**config.mk**
```make
export PLATFORM = sky130hd
export DESIGN_NAME = mux_nx1_scan
export DESIGN_NICKNAME = d
export VERILOG_FILES = /design/src/rtl/mux_nx1_scan.sv
export SDC_FILE = /design/constraint.sdc
export NUM_CORES = 1
export LEC_CHECK = 0
export CORE_AREA = 8 8 77 79
export DETAILED_ROUTE_END_ITERATION = 6
export DIE_AREA = 0 0 85 87
export PLACE_DENSITY_LB_ADDON = 0.15
export SKIP_LAST_GASP = 1
export SLEW_MARGIN = 20
export SYNTH_ARGS = -nofsm -noshare
export SYNTH_HDL_FRONTEND = slang
export SYNTH_SLANG_ARGS = --single-unit
```
**constraint.sdc**
```tcl
create_clock -name clk -period 2.1 [get_ports clk]
set_clock_uncertainty 0.05 [all_clocks]
set_input_delay 0.63 -clock clk [delete_from_list [all_inputs] [get_ports clk]]
set_output_delay 0.63 -clock clk [all_outputs]
set_load 0.05 [all_outputs]
```
**src/rtl/mux_nx1_scan.sv**
```systemverilog
// N-channel registered mux with manual select and auto-scan modes.
// Scan mode visits each channel for DWELL cycles and pulses y_valid on the last one.
module mux_nx1_scan #(
  parameter int WIDTH    = 8,
  parameter int CHANNELS = 8,
  parameter int DWELL    = 4
) (
  input  logic                         clk,
  input  logic                         rst,
  input  logic                         en,
  input  logic                         mode,
  input  logic [$clog2(CHANNELS)-1:0]  sel_in,
  input  logic [CHANNELS*WIDTH-1:0]    d_in,
  output logic [WIDTH-1:0]             y_out,
  output logic [$clog2(CHANNELS)-1:0]  ch_out,
  output logic                         y_valid
);

  localparam int SEL_W = $clog2(CHANNELS);
  localparam int CNT_W = (DWELL > 1) ? $clog2(DWELL) : 1;

  typedef enum logic [1:0] {
    IDLE,
    MANUAL,
    SCAN
  } state_t;

  state_t             state;
  state_t             nxt;
  logic [SEL_W-1:0]   ptr;
  logic [SEL_W-1:0]   ptr_n;
  logic [SEL_W-1:0]   eff_ptr;
  logic [SEL_W-1:0]   pick;
  logic [SEL_W-1:0]   ch_n;
  logic [CNT_W-1:0]   cnt;
  logic [CNT_W-1:0]   cnt_n;
  logic [CNT_W-1:0]   eff_cnt;
  logic [WIDTH-1:0]   chan_sel;
  logic [WIDTH-1:0]   y_n;
  logic               v_n;
  logic               sel_ok;
  logic               last;

  always_ff @(posedge clk) begin
    if (rst) state <= IDLE;
    else     state <= nxt;
  end

  always_comb begin
    nxt = IDLE;
    unique case (1'b1)
      !en:          nxt = IDLE;
      en && !mode:  nxt = MANUAL;
      en && mode:   nxt = SCAN;
      default:      nxt = IDLE;
    endcase
  end

  // A fresh scan always starts from channel 0, whatever ptr/cnt hold.
  assign eff_ptr = (state == SCAN) ? ptr : '0;
  assign eff_cnt = (state == SCAN) ? cnt : '0;
  assign last    = (eff_cnt == CNT_W'(DWELL - 1));
  assign sel_ok  = ({1'b0, sel_in} < (SEL_W + 1)'(CHANNELS));
  assign pick    = (nxt == SCAN) ? eff_ptr : sel_in;

  always_comb begin
    chan_sel = '0;
    for (int k = 0; k < CHANNELS; k++) begin
      if (pick == SEL_W'(k)) chan_sel = d_in[k*WIDTH +: WIDTH];
    end
  end

  always_comb begin
    y_n   = y_out;
    ch_n  = ch_out;
    v_n   = 1'b0;
    ptr_n = '0;
    cnt_n = '0;
    unique case (nxt)
      MANUAL: begin
        if (sel_ok) begin
          y_n  = chan_sel;
          ch_n = sel_in;
          v_n  = 1'b1;
        end
      end
      SCAN: begin
        y_n  = chan_sel;
        ch_n = eff_ptr;
        if (last) begin
          v_n   = 1'b1;
          cnt_n = '0;
          ptr_n = (eff_ptr == SEL_W'(CHANNELS - 1))
                ? '0 : eff_ptr + SEL_W'(1);
        end else begin
          cnt_n = eff_cnt + CNT_W'(1);
          ptr_n = eff_ptr;
        end
      end
      IDLE:    ;
      default: ;
    endcase
  end

  always_ff @(posedge clk) begin
    if (rst) begin
      y_out   <= '0;
      ch_out  <= '0;
      y_valid <= 1'b0;
      ptr     <= '0;
      cnt     <= '0;
    end else begin
      y_out   <= y_n;
      ch_out  <= ch_n;
      y_valid <= v_n;
      ptr     <= ptr_n;
      cnt     <= cnt_n;
    end
  end

endmodule

```
==> Yosys cells after proc, flatten, opt, wreduce, memory -nomap -nowiden <==
Index checks and enable logic that the tools add are counted.
{ "op_classes": {"add_sub_neg": 2, "bitwise": 1, "n_eq_ne": 12, "muxes": 17, "n_reduce_logical": 8} }
{ "op_table": {"columns": ["operator", "n"], "rows": [
  ["$mux 8", 8],
  ["$eq 3x3->1 const B", 5],
  ["$mux 3", 4],
  ["$eq 2x2->1 const B", 3],
  ["$eq 3x2->1 const B", 2],
  ["$pmux 3 s2", 1],
  ["$pmux 2 s2", 1],
  ["$reduce_or 2->1", 2],
  ["$add 3x1->3 const B", 1],
  ["$eq 3x1->1 const B", 1],
  ["$logic_not 3->1", 1],
  ["$reduce_or 3->1", 1],
  ["$add 2x1->2 const B", 1],
  ["$eq 2x1->1 const B", 1],
  ["$logic_and 1x1->1", 2],
  ["$mux 2", 1],
  ["$pmux 1 s2", 1],
  ["$reduce_bool 2->1", 1],
  ["$logic_not 1->1", 1],
  ["$mux 1", 1],
  ["$not 1->1", 1]
]} }
{ "totals": {"output_inout_bits": 12, "regBits": 19} }

==> Longest topological paths before layout <==
{ "depth": {"word_depth": 14, "depth_mapped": 7} }

==> Worst setup path after synthesis <==
Ideal clock, no wire load.
{ "synth_timing": {"path_kind": "input port to flip-flop", "startpoint": "input mode", "endpoint": "register y_out[3]", "t_arrival_ns": 1.934, "setup_time_ns": 0.117, "slack_ns": -0.001, "n_path_buf": 2, "cell_stages": 7, "cell_sequence": "buf_2 nand2_2 o21ai_4 buf_2 mux2i_1 o22ai_1 a32o_1"} }
{ "synth_via": {"elab_chain_len": 14, "elab_cells_between_ends": 24} }
{ "synth_rtl": {"columns": ["element", "line_no", "source"], "rows": [
  ["from (decl)", "11", "input logic mode,"],
  ["$logic_not 1->1", "53", "en && !mode: nxt = MANUAL;"],
  ["$logic_and 1x1->1", "53", null],
  ["$pmux 2 s2 (*)", "51", "unique case (1'b1)"],
  ["$eq 2x2->1", "64, 79", null],
  ["$mux 3", "64", "assign pick = (nxt == SCAN) ? eff_ptr : sel_in;"],
  ["$logic_not 3->1", "69", "if (pick == SEL_W'(k)) chan_sel = d_in[k*WIDTH +: WIDTH];"],
  ["$mux 8 (8 in series)", "69", null],
  ["to (signal assigned)", "113", "y_out <= y_n;"],
  ["to (decl)", "14", "output logic [WIDTH-1:0] y_out,"]
]} }
Mark *: on every way between the ends. The rest lies on a longest branch, timed or not.
A chain may end at the register's enable or synchronous reset.

==> Worst setup path after layout <==
{ "layout_timing": {"startpoint": "input en", "endpoint": "register y_out[1]"} }
{ "layout_via": {"elab_chain_len": 13, "elab_cells_between_ends": 23} }
{ "layout_rtl": {"columns": ["element", "line_no", "source"], "rows": [
  ["from (decl)", "10", "input logic en,"],
  ["$logic_and 1x1->1 (on tied branches)", "54, 53", null],
  ["$pmux 2 s2 (*)", "51", null],
  ["$eq 2x2->1", "64, 79", null],
  ["$mux 3", "64", null],
  ["$logic_not 3->1", "69", null],
  ["$mux 8 (8 in series)", "69", null]
]} }
Marked as above.

==> flow_summary.yaml <==
run_status:
  status: "finished, final reports clean"
floorplanning:
  die-area_um2: 7400
  pin_count: 83
  rows: 26
  initial_core_util: 0.336
  die_w_um: 85
  die_h_um: 87
  core_um2: 4850
yosys:
  syn-num-nets: 284
  syn_inst: 211
  synthFlopType: "dfxtp_1"
  synth-seq-cells: 19
  seq_area_frac_synth: 0.233
  synth_area_um2: 1630
  synth-edff-count: 0
  ys_types: 47
  yosysWarnings: 0
  avgSynthCellArea_um2: 7.73
  async_reset_ff_frac: 0
placed_design:
  port_buffers: 82
  postPlaceCellArea_um2: 2740
  gp_congestion: 0.888
  post-place-ws_ps: -530
  hpwl_um: 5450
clocking:
  cts.clk_slew.worst_paths_ps: 80
  cts_buffers: 3
  post_cts_buffers: 0
  root_buffer: "clkbuf_8"
  htreeDepth: 1
  cts_buffer_depth: 2
  cts.sinks: 19
  tritoncts: "built"
  holdBufCountCts: 0
  worstSkewPairLatency_ps: 260
sta:
  setup_ws_ps: 38.7
  hold_violations: 0
  finalCritPeriodShare: 0.982
  worst_slew_margin_rel: 0.742
  fin_hold_ws_ps: 451
  tightest_slew_ps: 377
  fin_tns_setup_ps: 0
  fin_crit_ps: 2060
  setup_viol: 0
  slew_violations: 0
  rsz0062_at_grt: "true"
  fmax_ghz: 0.485
critical_path:
  path_class: "in -> reg"
  cp.arrival_ps: 2180
  start_kind: "primary input"
  required_ps: 2220
  endpoint_kind: "register"
  setup.worst_path.start: "en"
  r2r_start: "ptr[1]"
  worstPathMaxFanout: 8
drt:
  viasPerCell: 5.64
  wl_met2_um: 3450
  via_count: 2139
  routed-wl-met3_um: 622
  wirelength_um: 6880
  highest_layer: "met4"
  antenna_left: 0
  wl_per_cell_um: 18.2
  drt-met1-wl_um: 2720
  drcViolationCount: 0
  drt_pass1_iterations: 4
  drt_iter0_markers: 159
grt:
  overflow: 0
  grt_max_degree: 20
  grt_pass1_vias: 2295
  grt_usage: 0.184
  grt_pass1_wl_um: 10900
  antenna_found_initial: 0
min_path:
  worstHoldPathType: "reg -> reg"
  hold_start: "ch_out[1]"
pwr:
  power_density_nw_per_um2: 414
  leakage_nw: 1.21
  irDropWorstVdd_uv: 265
final_layout:
  layout-drive-gt1-share: 0.232
  area_growth_pct: 77.9
  fill_cells: 455
  final_area_um2: 2900
  nNetsFinal: 397
  multiInputGateArea_um2: 1220
  seqCellArea_um2: 380
  antenna_cells: 0
run:
  maxCapViolations: 0
-- flip-flops by register name, summed over array words and instances (netlist names) --
register  cells
state         2
cnt           2
y_valid       1
ch_out        3
ptr           3
y_out         8
-- power by group --
| group | switching, mW | internal (mW) |
|---|---|---|
| Combinational | 0.251 | 0.278 |
| Clock | 0.139 | 0.135 |
| Sequential | 0.0137 | 0.382 |
| Total | 0.404 | 0.796 |
-- cell type report --
type,instances,share of cell area
clock buffer,4,0.0155
inverter,20,0.0259
multi-input combinational,159,0.420
sequential,19,0.131
tap,56,0.0242
timing repair buffer,121,0.384
-- per-layer routing --
layer	up-vias	track usage
met2	97	0.324
met4	0	0.0534
met5	-	0
li1	1034	-
met1	1000	0.212
met3	8	0.0500
-- cell usage after synthesis, types with 5 or more instances --
cell	instances	area, um2
a211oi_1	5	37.5
a21oi_1	8	40.0
buf_2	7	35.0
clkbuf_1	5	18.8
dfxtp_1	19	380
inv_1	20	75.1
mux2i_1	9	90.1
nand2_1	12	45.0
nand3_1	10	50.1
nor2_1	19	71.3
nor2b_1	5	31.3
o211ai_1	12	90.1
o21ai_0	7	35.0
o22ai_1	8	50.1
-- timing repair --
| action | 4_1_cts | 5_1_grt |
|---|---|---|
| gates resized for setup | 15 | 17 |
| setup endpoints to repair | 9 | 8 |
| pin swaps | 5 | 2 |
-- critical path, cell delays in order --
cell,delay [ps]
dlygate4sd2_1,260
buf_4,170
a21bo_4,220
o21ai_4,130
mux2i_1,340
a2111oi_2,110
buf_4,150
o21a_1,150
-- cells in the final DEF, fill, tap and decap left out, drive strengths merged, types with 3 or more instances in the layout --
| master | synthesis | final |
|---|---|---|
| nor2b | 5 | 5 |
| nor3 | 4 | 4 |
| and2 | 4 | 4 |
| buf | 8 | 51 |
| nand3 | 10 | 10 |
| nand2 | 13 | 13 |
| mux2i | 9 | 9 |
| o22ai | 8 | 8 |
| o2111ai | 4 | 4 |
| a211oi | 5 | 5 |
| nor2 | 19 | 19 |
| a2bb2oi | 4 | 4 |
| o32ai | 4 | 4 |
| o21a | 4 | 4 |
| a21oi | 8 | 8 |
| inv | 20 | 20 |
| o32a | 3 | 3 |
| clkbuf | 5 | 5 |
| clkdlybuf4s50 | 0 | 65 |
| o211ai | 12 | 12 |
| o2111a | 4 | 4 |
| a21bo | 3 | 3 |
| dfxtp | 19 | 19 |
| a32o | 3 | 3 |
| nand3b | 4 | 4 |
| o21ai | 8 | 8 |
-- cell families (layout without fill, tap and decap cells) --
family	Yosys count	in the layout	share of synthesized area
compound gates	79	79	0.389
xor+xnor	1	1	0.00537
fa+ha+maj	2	2	0.0153
buf+inv	33	145	0.0813
flops	19	19	0.233
mux	9	9	0.0553
simple gates	68	68	0.220
-- worst paths after layout --
kind | cells after the start | to | slack, ps
max | 8 | y_out[1] | 40
min reg2reg | 2 | ch_out[1] | 450
min | 2 | ch_out[1] | 450
max reg2reg | 6 | y_out[1] | 210
-- per-stage QoR --
step            util  power (mW)  instances
4_1_cts        0.587        1.19        379
2_1_floorplan      -       0.637        211
6_report       0.598        1.20        379
3_3_place_gp   0.565       0.903        375
5_1_grt        0.598        1.26        379
3_5_place_dp   0.565       0.904        375
(Power assumes the default switching activity.)
